==> src/rtl/fftshift_demap256.sv <==
// Natural-order 256-bin FFT burst to fftshift (centred) order. Only the
// allocated subcarrier window of the shifted index is forwarded.
module fftshift_demap256 #(
  parameter int WIDTH = 18
) (
  input  logic                    clk,
  input  logic                    rst,
  input  logic signed [WIDTH-1:0] di_re,
  input  logic signed [WIDTH-1:0] di_im,
  input  logic                    di_en,
  input  logic [7:0]              start_sc,
  input  logic [8:0]              num_sc,
  output logic signed [WIDTH-1:0] do_re,
  output logic signed [WIDTH-1:0] do_im,
  output logic                    do_en,
  output logic [7:0]              do_idx,
  output logic                    do_last,
  output logic                    sym_done,
  output logic                    overflow
);

  localparam logic [1:0] S_IDLE  = 2'd0;
  localparam logic [1:0] S_FILL  = 2'd1;
  localparam logic [1:0] S_PASS  = 2'd2;
  localparam logic [1:0] S_DRAIN = 2'd3;

  logic [1:0]  state;
  logic [7:0]  in_cnt;
  logic [6:0]  drain_cnt;
  logic [7:0]  win_start;
  logic [9:0]  win_end;

  logic [2*WIDTH-1:0] ram [128];
  logic               ram_we;
  logic [6:0]         ram_waddr;

  logic               slot_vld_p0;
  logic [7:0]         slot_k_p0;
  logic               slot_ram_p0;

  logic [2*WIDTH-1:0] pass_q_p1;
  logic [2*WIDTH-1:0] ram_q_p1;
  logic [2*WIDTH-1:0] sample_p1;
  logic               vld_p1;
  logic [7:0]         idx_p1;
  logic               sel_ram_p1;
  logic               last_p1;
  logic               done_p1;

  // Window end is computed wide so start+num never wraps past 255.
  function automatic logic [9:0] window_end(input logic [7:0] st, input logic [8:0] n);
    logic [9:0] n_clip;
    logic [9:0] e;
    n_clip = (n > 9'd256) ? 10'd256 : {1'b0, n};
    e      = {2'b00, st} + n_clip;
    return (e > 10'd256) ? 10'd256 : e;
  endfunction

  function automatic logic in_window(input logic [7:0] k, input logic [7:0] st,
                                     input logic [9:0] e);
    return (k >= st) && ({2'b00, k} < e);
  endfunction

  function automatic logic is_last(input logic [7:0] k, input logic [7:0] st,
                                   input logic [9:0] e);
    return in_window(k, st, e) && ({2'b00, k} == (e - 10'd1));
  endfunction

  always_ff @(posedge clk or posedge rst) begin
    if (rst) begin
      state     <= S_IDLE;
      in_cnt    <= '0;
      drain_cnt <= '0;
      win_start <= '0;
      win_end   <= '0;
      overflow  <= 1'b0;
    end else begin
      case (state)
        S_IDLE: begin
          if (di_en) begin
            win_start <= start_sc;
            win_end   <= window_end(start_sc, num_sc);
            in_cnt    <= 8'd1;
            state     <= S_FILL;
          end
        end
        S_FILL: begin
          if (di_en) begin
            in_cnt <= in_cnt + 8'd1;
            if (in_cnt == 8'd127) state <= S_PASS;
          end
        end
        S_PASS: begin
          if (di_en) begin
            in_cnt <= in_cnt + 8'd1;
            if (in_cnt == 8'd255) begin
              state     <= S_DRAIN;
              drain_cnt <= '0;
            end
          end
        end
        S_DRAIN: begin
          drain_cnt <= drain_cnt + 7'd1;
          // No backpressure exists, so a bin arriving now is lost.
          if (di_en) overflow <= 1'b1;
          if (drain_cnt == 7'd127) state <= S_IDLE;
        end
        default: state <= S_IDLE;
      endcase
    end
  end

  // Stage p0: lower half goes to RAM, upper half selects the output slot.
  always_comb begin
    ram_we    = di_en && ((state == S_IDLE) || (state == S_FILL));
    ram_waddr = (state == S_IDLE) ? 7'd0 : in_cnt[6:0];
  end

  always_comb begin
    slot_vld_p0 = 1'b0;
    slot_k_p0   = '0;
    slot_ram_p0 = 1'b0;
    if ((state == S_PASS) && di_en) begin
      slot_vld_p0 = 1'b1;
      slot_k_p0   = {1'b0, in_cnt[6:0]};
    end else if (state == S_DRAIN) begin
      slot_vld_p0 = 1'b1;
      slot_k_p0   = {1'b1, drain_cnt};
      slot_ram_p0 = 1'b1;
    end
  end

  always_ff @(posedge clk) begin
    if (ram_we) ram[ram_waddr] <= {di_re, di_im};
    ram_q_p1 <= ram[drain_cnt];
    if ((state == S_PASS) && di_en) pass_q_p1 <= {di_re, di_im};
  end

  // Stage p1: registered slot control, one cycle behind its source.
  always_ff @(posedge clk or posedge rst) begin
    if (rst) begin
      vld_p1     <= 1'b0;
      idx_p1     <= '0;
      sel_ram_p1 <= 1'b0;
      last_p1    <= 1'b0;
      done_p1    <= 1'b0;
    end else begin
      vld_p1     <= slot_vld_p0 && in_window(slot_k_p0, win_start, win_end);
      idx_p1     <= slot_k_p0;
      sel_ram_p1 <= slot_ram_p0;
      last_p1    <= slot_vld_p0 && is_last(slot_k_p0, win_start, win_end);
      done_p1    <= slot_vld_p0 && (slot_k_p0 == 8'd255);
    end
  end

  always_comb begin
    sample_p1 = sel_ram_p1 ? ram_q_p1 : pass_q_p1;
    do_en     = vld_p1;
    do_re     = vld_p1 ? $signed(sample_p1[2*WIDTH-1:WIDTH]) : '0;
    do_im     = vld_p1 ? $signed(sample_p1[WIDTH-1:0]) : '0;
    do_idx    = vld_p1 ? idx_p1 : 8'd0;
    do_last   = vld_p1 && last_p1;
    sym_done  = done_p1;
  end

endmodule
==> config.mk <==
export PLATFORM = sky130hd
export DESIGN_NAME = fftshift_demap256
export DESIGN_NICKNAME = d
export VERILOG_FILES = /design/src/rtl/fftshift_demap256.sv
export SDC_FILE = /design/constraint.sdc
export NUM_CORES = 2
export LEC_CHECK = 0
export ABC_CLOCK_PERIOD_IN_PS = 4400
export BUFFER_PORTS_ARGS = -buffer_cell sky130_fd_sc_hd__buf_2
export CAP_MARGIN = 20
export CORE_ASPECT_RATIO = 0.6
export CORE_UTILIZATION = 47
export CTS_CLUSTER_DIAMETER = 80
export DETAILED_ROUTE_END_ITERATION = 8
export GPL_TIMING_DRIVEN = 0
export PLACE_DENSITY_LB_ADDON = 0.15
export REMOVE_ABC_BUFFERS = 1
export SETUP_SLACK_MARGIN = 0.1
export SLEW_MARGIN = 20
export SYNTH_ARGS = -nofsm -noshare
export SYNTH_HDL_FRONTEND = slang
export SYNTH_MEMORY_MAX_BITS = 65536
export SYNTH_SLANG_ARGS = --single-unit
==> constraint.sdc <==
create_clock -name clk -period 4.4 [get_ports clk]
set_clock_uncertainty 0.05 [all_clocks]
set_input_delay 0.88 -clock clk [delete_from_list [all_inputs] [get_ports clk]]
set_output_delay 0.88 -clock clk [all_outputs]
set_load 0.005 [all_outputs]
==> flow_metrics.tcl <==
set metrics [dict create \
    yosys.area.top_type_share_pct 76.8 \
    syn_area_per_cell_sq_um 23.1 \
    cpMostUsedCell "buf_16" \
    htree_levels 5 \
    ioPinCount 104 \
    critPathKind "reg2reg" \
    hold-path-cell-count 2 \
    antenna_found_initial 32 \
    grt_pass1_wl_um 682000 \
    rrSetupSlack_ns 0.06 \
    fmaxAchievable_ghz 0.230 \
    endpoint_kind "flip-flop" \
    start_util_pct 47.3 \
    fp.dieH_um 483 \
    portBuffers 103 \
    drt-vias-per-instance 6.23 \
    synth_top_area_cell "edfxtp_1" \
    syn-cell-area_sq_mm 0.182 \
    async_flop_share_pct 0.994 \
    drtIter0Drc 11400 \
    drt.antenna.violating_nets 0 \
    track_usage_pct 25.0 \
    synth_edf_count 4644 \
    layout.nets 8550 \
    cp-start-kind "flip-flop" \
    outcome "completed" \
    synth_seq_cells 4727 \
    n_fill_cell 27900 \
    cts_buffers 428 \
    root_buffer "clkbuf_16" \
    drc_errors 0 \
    synth_ff_type "edfxtp_1" \
    cpLargestDelayFamily "buffers and inverters" \
    cpPeakStageDelay_ns 0.49 \
    first_pass_iters 5 \
    dieArea_sq_mm 0.389 \
    path_buf_inv 8 \
    slew_violations 0 \
    die_w_um 804 \
    wl_per_cell_um 35.4 \
    gp_congestion 0.839 \
    rows 176 \
    ir_worst_vdd_v 0.000349 \
    clockBufferDepth 4 \
    power_mw 102 \
    worstReg2RegEnd "ram_q_p1[14]" \
    synth_common_cells "edfxtp_1 (4,644), mux4_2 (1,152), mux2i_1 (397), a221oi_1 (217), nor2_1 (195)" \
    netlist_instances 7866 \
    core_area_sq_mm 0.384 \
    ys_types 61 \
    clock_latency_ns 0.95 \
    drive_gt1_share_pct 31.2 \
    rsz0062_at_grt "yes" \
    p_leak_nw 63.9 \
    clkTransAtPathRegs_ns 0.07 \
    worstPathRequired_ns 5.19 \
    r2r_start "drain_cnt[2]" \
    hold_violations 0 \
    hold_path_startpoint "start_sc[7]" \
    grt_pass1_vias 86100 \
    worstMarginPinSlew_ns 1.18 \
    pre_cts_ws_ns -1.57 \
    crit_chain "buf_16 -> buf_16 -> inv_4 -> buf_16 -> nor2_4 -> buf_16 -> buf_12 -> buf_12 -> buf_12 -> a221oi_2 -> a22o_1 -> a221oi_2 -> o2111ai_1 -> a21oi_2" \
    yosys_warnings 0 \
    synth.area.top_cells "edfxtp_1 (77%), mux4_2 (14%), mux2i_1 (2.2%), a221oi_1 (1.0%), dfrtp_1 (0.65%)" \
    finalWirelength_um 495000 \
    slew_headroom_pct 21.5 \
    grt_start_max_net_pins 102 \
    timing.final.ws_setup_ns 0.0580 \
    worstPathArrival_ns 5.13 \
    maxCapViolCount 0 \
    ys_seq_area_share_pct 77.9 \
    slowest_stage "dfrtp_4" \
    via_count 87200 \
    rr_worst_depth 14 \
    seq_area_sq_mm 0.141 \
    period_share_pct 98.7 \
    dp_hpwl_um 319000 \
    area_delta_synth_final_pct 16.9 \
    finalSetupViolCount 0 \
    yosys.cell_count.top_type "edfxtp_1" \
    hold_ws_ns 0.167 \
    min_period_ns 4.34 \
    crit_fanout 30 \
    clock-sinks 4727 \
    min_path_type "in2reg" \
    min_delay_worst_endpoint "win_start[7]" \
    cts_tree "built" \
    multi_input_area_sq_mm 0.0399 \
    grt_overflow 0 \
    power_per_cell_area_mw_per_mm2 481 \
]
## worst register-to-register path: cells and delay by family, from the launching register on
family          cells  cell delay, ns
compound gates      5            1.53
buf+inv             8            1.99
flops               1            0.49
simple gates        1            0.18
## per-stage QoR
stage	util (%)	setup TNS [ns]	area, sq um	instances
floorplan	-	-2066.98	179000	7449
global placement	48.5	-	186000	12700
detailed placement	51.2	-343.51	197000	13100
CTS	55.2	0	212000	14000
global route	55.3	0	212000	14000
finish	55.3	0	212000	14000
## final cells by class
| class | instances | area share, % |
|---|---|---|
| sequential | 4727 | 66.6 |
| multi-input combinational | 2693 | 18.8 |
| clock buffer | 550 | 5.39 |
| timing repair buffer | 580 | 5.13 |
| tap | 5162 | 3.04 |
| clock inverter | 234 | 0.972 |
| inverter | 30 | 0.0678 |
| antenna | 13 | 0.0153 |
## how the worst max path moves through the flow
stage	from	to	slack (ns)	depth (start not counted)
after floorplan	drain_cnt[0]	ram_q_p1[34]	-41.93	6
after global placement	drain_cnt[4]	ram_q_p1[24]	-103.94	5
after detailed placement	drain_cnt[4]	ram_q_p1[11]	-1.57	13
after CTS	drain_cnt[4]	ram_q_p1[3]	0.07	14
after global routing	drain_cnt[2]	ram_q_p1[5]	0.07	14
final	drain_cnt[2]	ram_q_p1[14]	0.06	14
## kinds of logic (layout without fill, tap and decap cells)
family | count (synthesis) | count (layout) | synth area share (%)
muxes | 1631 | 1631 | 17.0
xor gates and xnor gates | 22 | 22 | 0.106
other | 0 | 13 | 0
DFF | 4727 | 4727 | 77.9
adders and majority gates | 34 | 34 | 0.238
buffers and inverters | 447 | 1394 | 1.39
and+or+nand+nor | 485 | 486 | 1.24
AOI/OAI and AO/OA | 520 | 520 | 2.17
## state kept, by name, indices dropped and copies added, names as in the netlist, 7 cells and up
name / cells
idx_p1: 8
win_start: 8
ram_q_p1: 36
in_cnt: 8
drain_cnt: 7
ram: 4608
win_end: 10
pass_q_p1: 36
## cells in the final DEF (no fill, tap or decap), types with 13 or more instances in the layout
master	synthesis	routed
edfxtp_1	4644	4644
a221oi_4	0	16
bufinv_16	0	34
buf_12	0	204
xnor2_1	15	15
a22o_1	75	49
nor2_4	0	136
nor2_2	0	25
a221oi_2	0	59
diode_2	0	13
clkbuf_16	0	439
buf_2	154	78
clkinv_2	0	73
nor3_1	45	44
nand2_1	82	80
a221oi_1	217	142
nor2_1	195	34
clkbuf_8	0	16
dfrtp_1	47	41
o21ai_0	63	61
mux2_2	82	82
a21oi_1	89	49
mux4_2	1152	1152
buf_8	2	15
buf_16	0	166
nor2b_1	52	51
mux2i_1	397	390
a21oi_2	0	34
ha_1	33	32
clkbuf_1	129	101
buf_4	68	44
and2_1	14	13
clkinv_1	0	96
a22o_2	0	22
buf_6	51	48
dfxtp_1	36	36
bufbuf_16	0	18
o2111ai_1	37	37
nand3_1	56	49
inv_1	29	27
## layer usage
layer | track usage, % | wire, um | vias to the layer above
li1 | - | - | 35000
met1 | 37.1 | 208000 | 47500
met2 | 36.8 | 221000 | 3964
met3 | 7.56 | 52900 | 675
met4 | 6.07 | 12900 | 22
met5 | 0 | 160 | -
## where the power goes
group          total [mW]  leakage [nW]  internal, mW  switching, mW
logic                14.5          14.6          5.40           9.14
registers            50.7          42.7          50.2          0.487
clock network        36.7          6.60          20.3           16.4
## timing repair
action / 4_1_cts / 5_1_grt
hold buffers: 1 / 0
setup buffers: 11 / 16
endpoints found under the hold margin: 23 / 0
endpoints found under the setup margin: 2637 / 124
pin swaps: 3 / 4
gates resized for setup: 169 / 41
cloned: 20 / 6
No activity file was read; power rests on OpenSTA's default activity.
